**src/rtl/multi_sel_pkg.sv**
```systemverilog
// Shared state type and default geometry for the multi_sel_seq coefficient sequencer.
// The default coefficient set (1,3,7,8) is packed low coefficient first.
package multi_sel_pkg;

    localparam int DEF_DATA_W   = 8;
    localparam int DEF_NUM_COEF = 4;
    localparam int DEF_COEF_W   = 4;

    localparam logic [DEF_NUM_COEF*DEF_COEF_W-1:0] DEF_COEFS = 16'h8731;

    typedef enum logic {
        IDLE = 1'b0,
        RUN  = 1'b1
    } state_t;

endpackage

```
**src/rtl/const_shift_add_mul.sv**
```systemverilog
// Unsigned DATA_W x COEF_W multiplier built from shifted copies of the sample,
// one per set coefficient bit; purely combinational, registered by the caller.
module const_shift_add_mul
    import multi_sel_pkg::*;
#(
    parameter int DATA_W = DEF_DATA_W,
    parameter int COEF_W = DEF_COEF_W
) (
    input  logic [DATA_W-1:0]        a,
    input  logic [COEF_W-1:0]        coef,
    output logic [DATA_W+COEF_W-1:0] prod
);

    localparam int P_W = DATA_W + COEF_W;

    logic [P_W-1:0] a_ext;

    assign a_ext = {{COEF_W{1'b0}}, a};

    // The full-width accumulator cannot overflow: the largest sum is (2^DATA_W-1)(2^COEF_W-1).
    always_comb begin
        prod = '0;
        for (int b = 0; b < COEF_W; b++) begin
            if (coef[b]) begin
                prod = prod + (a_ext << b);
            end
        end
    end

endmodule

```
**src/rtl/multi_sel_seq.sv**
```systemverilog
// Sequencer that emits sample x COEF[i] for i = 0..NUM_COEF-1 on a valid/ready stream.
// Define MULTI_SEL_B2B_EN to accept the next sample on the last beat with no bubble.
module multi_sel_seq
    import multi_sel_pkg::*;
#(
    parameter int DATA_W   = DEF_DATA_W,
    parameter int NUM_COEF = DEF_NUM_COEF,
    parameter int COEF_W   = DEF_COEF_W,
    parameter logic [NUM_COEF*COEF_W-1:0] COEFS = DEF_COEFS,
    localparam int IDX_W   = $clog2(NUM_COEF)
) (
    input  logic                     clk,
    input  logic                     rst,
    input  logic                     in_valid,
    input  logic [DATA_W-1:0]        in_data,
    output logic                     in_ready,
    output logic                     input_grant,
    output logic                     out_valid,
    input  logic                     out_ready,
    output logic [DATA_W+COEF_W-1:0] out_data,
    output logic [IDX_W-1:0]         out_idx,
    output logic                     out_last
);

    localparam int P_W = DATA_W + COEF_W;
    localparam logic [IDX_W-1:0] LAST_IDX = IDX_W'(NUM_COEF - 1);

    state_t state;

    logic [DATA_W-1:0] d_reg;
    logic              accept;
    logic              beat;
    logic [IDX_W-1:0]  idx_next;
    logic [IDX_W-1:0]  idx_sel;
    logic [DATA_W-1:0] mul_a;
    logic [COEF_W-1:0] mul_coef;
    logic [P_W-1:0]    mul_prod;

    assign beat     = out_valid & out_ready;
    assign idx_next = out_idx + 1'b1;

`ifdef MULTI_SEL_B2B_EN
    assign in_ready = (state == IDLE) | (beat & out_last);
`else
    assign in_ready = (state == IDLE);
`endif

    assign accept = in_valid & in_ready;

    // On the last beat idx_next may point past the table, so clamp it; that product is unused.
    assign idx_sel = out_last ? out_idx : idx_next;

    // A fresh sample always starts at COEF[0]; otherwise the held sample feeds the next coefficient.
    always_comb begin
        mul_a    = d_reg;
        mul_coef = COEFS[idx_sel*COEF_W +: COEF_W];
        if (accept) begin
            mul_a    = in_data;
            mul_coef = COEFS[COEF_W-1:0];
        end
    end

    const_shift_add_mul #(
        .DATA_W (DATA_W),
        .COEF_W (COEF_W)
    ) u_mul (
        .a    (mul_a),
        .coef (mul_coef),
        .prod (mul_prod)
    );

    always_ff @(posedge clk or negedge rst) begin
        if (!rst) begin
            state       <= IDLE;
            d_reg       <= '0;
            out_valid   <= 1'b0;
            out_data    <= '0;
            out_idx     <= '0;
            out_last    <= 1'b0;
            input_grant <= 1'b0;
        end else begin
            input_grant <= accept;
            if (accept) begin
                state     <= RUN;
                d_reg     <= in_data;
                out_data  <= mul_prod;
                out_idx   <= '0;
                out_valid <= 1'b1;
                out_last  <= (NUM_COEF == 1);
            end else if (state == RUN && beat) begin
                if (out_last) begin
                    state     <= IDLE;
                    out_valid <= 1'b0;
                    out_last  <= 1'b0;
                end else begin
                    out_idx  <= idx_next;
                    out_data <= mul_prod;
                    out_last <= (idx_next == LAST_IDX);
                end
            end
        end
    end

endmodule

```
**config.mk**
```make
export PLATFORM = sky130hd
export DESIGN_NAME = multi_sel_seq
export DESIGN_NICKNAME = d
export VERILOG_FILES = /design/src/rtl/multi_sel_pkg.sv /design/src/rtl/const_shift_add_mul.sv /design/src/rtl/multi_sel_seq.sv
export SDC_FILE = /design/constraint.sdc
export NUM_CORES = 1
export LEC_CHECK = 0
export ABC_AREA = 1
export CAP_MARGIN = 20
export CORE_MARGIN = 2
export CORE_UTILIZATION = 56
export CTS_CLUSTER_SIZE = 10
export DETAILED_ROUTE_END_ITERATION = 8
export PLACE_DENSITY = 0.91
export SLEW_MARGIN = 20
export SYNTH_ARGS = -nofsm -noshare
export SYNTH_HDL_FRONTEND = slang
export SYNTH_SLANG_ARGS = --single-unit
```
**constraint.sdc**
```tcl
create_clock -name clk -period 5.3 [get_ports clk]
set_input_delay 0.53 -clock clk [delete_from_list [all_inputs] [get_ports clk]]
set_output_delay 0.53 -clock clk [all_outputs]
set_load 0.05 [all_outputs]
```
==> impl_metrics.py <==
metrics = {
    "clock_tree": {
        "cts_buffers": 3,
        "root_buffer": "clkbuf_8",
        "htreeDepth": 1,
        "path_clk_slew_ps": 80,
        "clock_path_buffers": 2,
        "cts_sinks": 25,
        "clk-insertion-delay-late_ps": 280,
        "cts_tree": "built",
    },
    "logic_synthesis": {
        "synth_seq_area_share_pct": 26.2,
        "yosysTopAreaCell": "dfrtp_1",
        "synth_top_area_share_pct": 26.2,
        "synth_flop_cell": "dfrtp_1",
        "synth_area_mm2": 0.00239,
        "yosysWarnings": 0,
        "avgSynthCellArea_um2": 7.12,
        "synth_nets": 378,
        "ys_ff_latch": 25,
        "synth_area_leaders": "dfrtp_1, ha_1, nand2_1",
        "synth.distinct_cells": 35,
        "synth_edf_count": 0,
        "syn_inst": 336,
        "synth-async-reset-ratio_pct": 100,
    },
    "route": {
        "wl_met3_um": 293,
        "met2_length_um": 2680,
        "route.detailed.drc": 0,
        "wl_per_cell_um": 12.9,
        "top_layer": "met4",
        "routed_wl_um": 5460,
        "drtIter0Drc": 85,
        "first_pass_iters": 4,
        "antenna_left": 0,
        "vias": 2272,
        "met1_length_um": 2400,
        "via_per_inst": 5.37,
    },
    "floorplan": {
        "io_pins": 30,
        "die_x_um": 69.4,
        "rows": 23,
        "initial_utilization_pct": 59.0,
        "die_area_mm2": 0.00481,
        "core_mm2": 0.00406,
        "die_h_um": 69.4,
    },
    "final_layout": {
        "fin_nets": 416,
        "layout-drive-gt1-share_pct": 12.1,
        "layout_common_cells": "nand2_1, inv_1, clkdlybuf4s50_1",
        "diodes": 0,
        "largest_reg_flops": 12,
        "layout_commonest_cell": "nand2_1",
        "area_growth_syn_to_layout_pct": 18.9,
    },
    "grt": {
        "grt_pass1_wl_um": 9360,
        "grt_max_degree": 26,
        "grt_usage_pct": 23.4,
        "grt_pass1_vias": 2131,
        "antenna_found_initial": 0,
        "grt_overflow_total": 0,
    },
    "timing": {
        "max_freq_ghz": 0.200,
        "relSlewSlack_pct": 47.4,
        "setup-tns-final_ps": 0,
        "finalCritPeriodShare_pct": 94.2,
        "min_period_ps": 4990,
        "clock-skew-final_ps": 10.0,
        "setup_viol": 0,
        "final-hold-violation-count": 0,
        "maxSlewViolCount": 0,
        "worstMarginPinSlew_ps": 786,
    },
    "place": {
        "place.gp.congestion": 0.884,
        "dp_hpwl_um": 4290,
        "port-buffer-count": 29,
    },
    "setup_path": {
        "criticalPathCategory": "in2reg",
        "startpoint_type": "input port",
        "reg2reg_depth": 28,
        "critPathMaxFanout": 8,
        "critPathRequiredTime_ps": 5500,
        "critical_path_arrival_ps": 5190,
        "crit_path_end_kind": "flop",
    },
    "hold_path": {
        "worstHoldPathCells": 2,
        "hp-class": "reg2reg",
    },
    "status": {
        "status": "complete, no violations",
    },
    "flow_run": {
        "drv_cap": 0,
    },
}
cells by family after synthesis:
group	after synthesis	share of synthesized area [%]
AO/OA/AOI/OAI	69	16.5
XOR/XNOR	9	3.29
adder cells (fa/ha/maj)	30	16.6
buffers and inverters	57	9.36
flip-flops	25	26.2
AND/OR/NAND/NOR	146	28.1
per-layer routing:
metal	global-route usage, %	vias up
li1	-	1168
met1	30.1	1022
met2	40.7	71
met3	3.20	11
met4	7.19	0
met5	0	-
synth_stat cells (5+ instances only):
| cell | instances |
|---|---|
| nor2_1 | 18 |
| o21ai_2 | 6 |
| o21ai_1 | 6 |
| xor2_1 | 5 |
| dfrtp_1 | 25 |
| nand3_1 | 21 |
| nand2_1 | 86 |
| ha_1 | 27 |
| inv_1 | 47 |
| o21ai_0 | 27 |
| a21oi_1 | 19 |
worst paths after layout:
path | slack [ps] | from | endpoint
min reg2reg | 480 | out_data[0] | out_data[0]
min in group asynchronous | 610 | rst | d_reg[7]
max reg2reg | 330 | out_idx[0] | out_data[9]
max | 310 | in_valid | out_data[9]
min | 480 | out_data[0] | out_data[0]
max in group asynchronous | 4420 | rst | out_data[7]
per-stage QoR:
stage               hold slack, ps  cells  area [µm²]  worst slack [ps]  util (%)
finish                         483    423        2840               306      70.1
global route                   515    423        2840             -4.60      70.1
CTS                            487    423        2830               141      69.8
detailed placement             464    419        2790             -72.8      68.7
global placement               462    419        2790              85.6      68.7
floorplan                      234    336        2390               131         -
worst max-delay path, stage by stage:
cell	delay, ps
clkdlybuf4s50_1	470
nand2_4	160
inv_2	80
or2_2	270
o21ai_0	180
nor2_2	80
ha_1	220
inv_1	70
fa_1	400
o21ai_1	180
ha_1	210
inv_1	60
fa_1	410
o21ai_2	210
a21oi_1	90
o21ai_1	140
nand2_1	80
ha_1	340
a21oi_1	160
nand2_1	100
a21oi_1	150
o21ai_1	100
nand2_1	100
nand2_1	50
o21ai_0	160
inv_1	60
a21oi_1	140
final cells by class:
type	count	area, µm²
clock inverter	1	5.00
fill	332	1210
clock buffer	3	41.3
sequential	25	626
inverter	51	191
tap	50	62.6
timing repair buffer	39	365
multi-input combinational	254	1550
repair_timing:
action / CTS / global route
hold buffers: 0 / 0
endpoints found under the setup margin: 0 / 5
resized for setup: 0 / 10
buffers inserted: 0 / 0
Power is left out: the tool's default activity adds up to more than one toggle a clock period on the data nets, which glitch-free logic cannot reach.
==> RTL edit, RTL diff (same settings) <==
Build with the macro `MULTI_SEL_B2B_EN` defined.
--- a/src/rtl/multi_sel_seq.sv
+++ b/src/rtl/multi_sel_seq.sv
@@ -1,5 +1,7 @@
 // Sequencer that emits sample x COEF[i] for i = 0..NUM_COEF-1 on a valid/ready stream.
 // Define MULTI_SEL_B2B_EN to accept the next sample on the last beat with no bubble.
+`define MULTI_SEL_B2B_EN
+
 module multi_sel_seq
     import multi_sel_pkg::*;
 #(
Function: changed (Yosys sat finds a counterexample within 10 cycles, from zero or initial values and one cycle with rst low).
==> RTL edit against the original RTL <==
Count of clock-buffer cells in the layout unchanged; critical path depth up 4; routed wire length up 5.1%; die area down 0.39%; area after synthesis down 0.42%; synthesized cell count down 0.60%; global-route usage up 1.0 points; cell area up 0.40%; sequential cell count unchanged; cell count down 0.47%; worst setup slack better by 0.062 ns; non-clock buffer count unchanged.
Power is left out: the tool's default activity adds up to more than one toggle a clock period on the data nets, which glitch-free logic cannot reach.
==> RTL edit: results (changes against the original RTL) <==
status=complete, no violations (unchanged); clock latency on the worst-skew pair=0.27 ns; routability congestion estimate=0.958 (was 0.884); actual slew at the worst max-slew pin=0.505 ns (was 0.786 ns); Avg WL per Cell=13.6 µm (was 12.9 µm); antenna violations before repair=0 (unchanged); clock-pin slew on the worst setup and hold paths=0.09 ns; Min-Delay Path Class=flop to flop (unchanged); layout cell share with drive strength beyond 1=12.1% (about the same); clk root buf=clkbuf_8 (unchanged); count of routing violations after the opening detailed-route iteration=112 (was 85); Hold Path End=out_data[0] (unchanged); hold path depth=2 (unchanged); number of fill cells=336 (was 332); worst-path fanout max=8 (unchanged); Nets=413 (was 416); synth warn=0 (unchanged); WHS=0.488 ns (was 0.483 ns); Worst EP arrival=5.14 ns (was 5.19 ns); number of port buffers=29 (unchanged); slowest stage delay, CP=0.57 ns (was 0.47 ns); H-Tree Level Count=1 (unchanged); Post-synth top cells=81 x nand2_1, 43 x inv_1, 30 x nor2_1 (was 86 x nand2_1, 47 x inv_1, 27 x ha_1, 27 x o21ai_0, 25 x dfrtp_1); # diodes=0 (unchanged); ranking of synthesized cells by area=dfrtp_1 26%, ha_1 14%, nand2_1 13%, inv_1 6.8%, nand3_1 5.7% (was dfrtp_1 26%, ha_1 14%, nand2_1 13%, inv_1 7.4%, o21ai_0 5.6%); clk_skew=0.00261 ns (was 0.0100 ns); number of flip-flops in the largest register=12 (unchanged); Pins Over Slew Limit=0 (unchanged); CTS max path bufs=2 (unchanged); largest net degree at the start of global routing=26 (unchanged); Reg2Reg Setup Slack=0.38 ns (was 0.33 ns); first-pass iteration count of the detailed router=4 (unchanged); reg-to-reg critical path startpoint=out_idx[0] (unchanged); FFs w/ async S/R, synth=100% (unchanged); R2R depth=34 (was 28); CTS Buf Count=3 (unchanged); Slowest-stage cell, CP=clkdlybuf4s50_1 (unchanged); post-DP HPWL=4.27 mm (was 4.29 mm); Seq/Total Area, Yosys=26.3% (was 26.2%); unique cell type count in the Yosys netlist=37 (was 35); nets in the synthesized netlist=375 (was 378); DR vias/cell=5.51 (was 5.37); global-route wire length before repair=9.80 mm (was 9.36 mm); Tot GR Track Use=24.4% (was 23.4%); number of global-route vias before repair=2261 (was 2131); FF-to-FF End=out_data[9] (unchanged); hold wc startpoint=out_data[0] (unchanged)
RTL edit: changes by cell type in the layout (fill, tap and decap cells not counted), sizes merged, moves of 2 or more:
cell and delta:
o21ai -15, nand4 +2, xor2 -2, inv -5, nand2 -2, a21oi -2
nor2 +12, o211ai +2, a211oi +2, and2 +4, nand3 +4
RTL edit: through the flow:
stage | setup slack (ns) | utilization (%) | area, µm² | cells
after floorplan | 0.123 | - | 2380 | 334
after global placement | 0.0892 | 68.1 | 2760 | 415
after detailed placement | -0.169 | 68.1 | 2760 | 415
after CTS | 0.0480 | 69.3 | 2810 | 419
after global routing | -0.0492 | 70.4 | 2860 | 421
final | 0.368 | 70.4 | 2860 | 421
RTL edit: logic make-up (layout without fill, tap and decap cells):
kind of cell / after synthesis / after routing / share of synthesized area, %
simple gates: 168 / 168 / 33.4
compound gates: 53 / 53 / 12.9
buf+inv: 52 / 89 / 8.77
fa+ha+maj: 29 / 29 / 16.2
flops: 25 / 25 / 26.3
xor+xnor: 7 / 7 / 2.57
RTL edit: worst max-delay path by stage:
stage	startpoint	end	slack, ns	cells after the start
3_3_place_gp	out_ready	out_data[11]	0.09	31
3_5_place_dp	out_ready	out_data[11]	-0.17	33
4_1_cts	out_idx[0]	out_data[11]	0.05	33
2_1_floorplan	out_idx[0]	out_data[9]	0.12	35
6_report	in_valid	out_data[9]	0.37	31
5_1_grt	out_idx[0]	out_data[9]	-0.05	35
RTL edit: repair_timing:
action                     4_1_cts  5_1_grt
setup endpoints to repair        2        5
setup buffers                    0        2
cloned                           0        0
pin swaps                        0        1
resized for setup                1       13
RTL edit: routing by layer:
| layer | global-route usage, % | up-vias | share of wire, % | wire length (µm) |
|---|---|---|---|---|
| li1 | - | 1156 | - | - |
| met5 | 0 | - | 0 | 0 |
| met4 | 9.37 | 0 | 2.5 | 146 |
| met3 | 2.47 | 23 | 3.3 | 188 |
| met2 | 42.9 | 63 | 49 | 2820 |
| met1 | 30.8 | 1079 | 45 | 2580 |
RTL edit: area by class of cell:
type	count	area, µm²	area share, %
clock buffer	3	41.3	1.45
multi-input combinational	257	1580	55.2
sequential	25	626	21.9
tap	50	62.6	2.19
clock inverter	1	5.00	0.175
timing repair buffer	39	365	12.8
inverter	46	180	6.31
RTL edit: worst max-delay path: cells and delay by family:
kind	cells	cell delay, ns
buffers and inverters	3	0.65
AOI/OAI and AO/OA	7	0.93
and+or+nand+nor	17	1.83
adders and majority gates	4	1.19
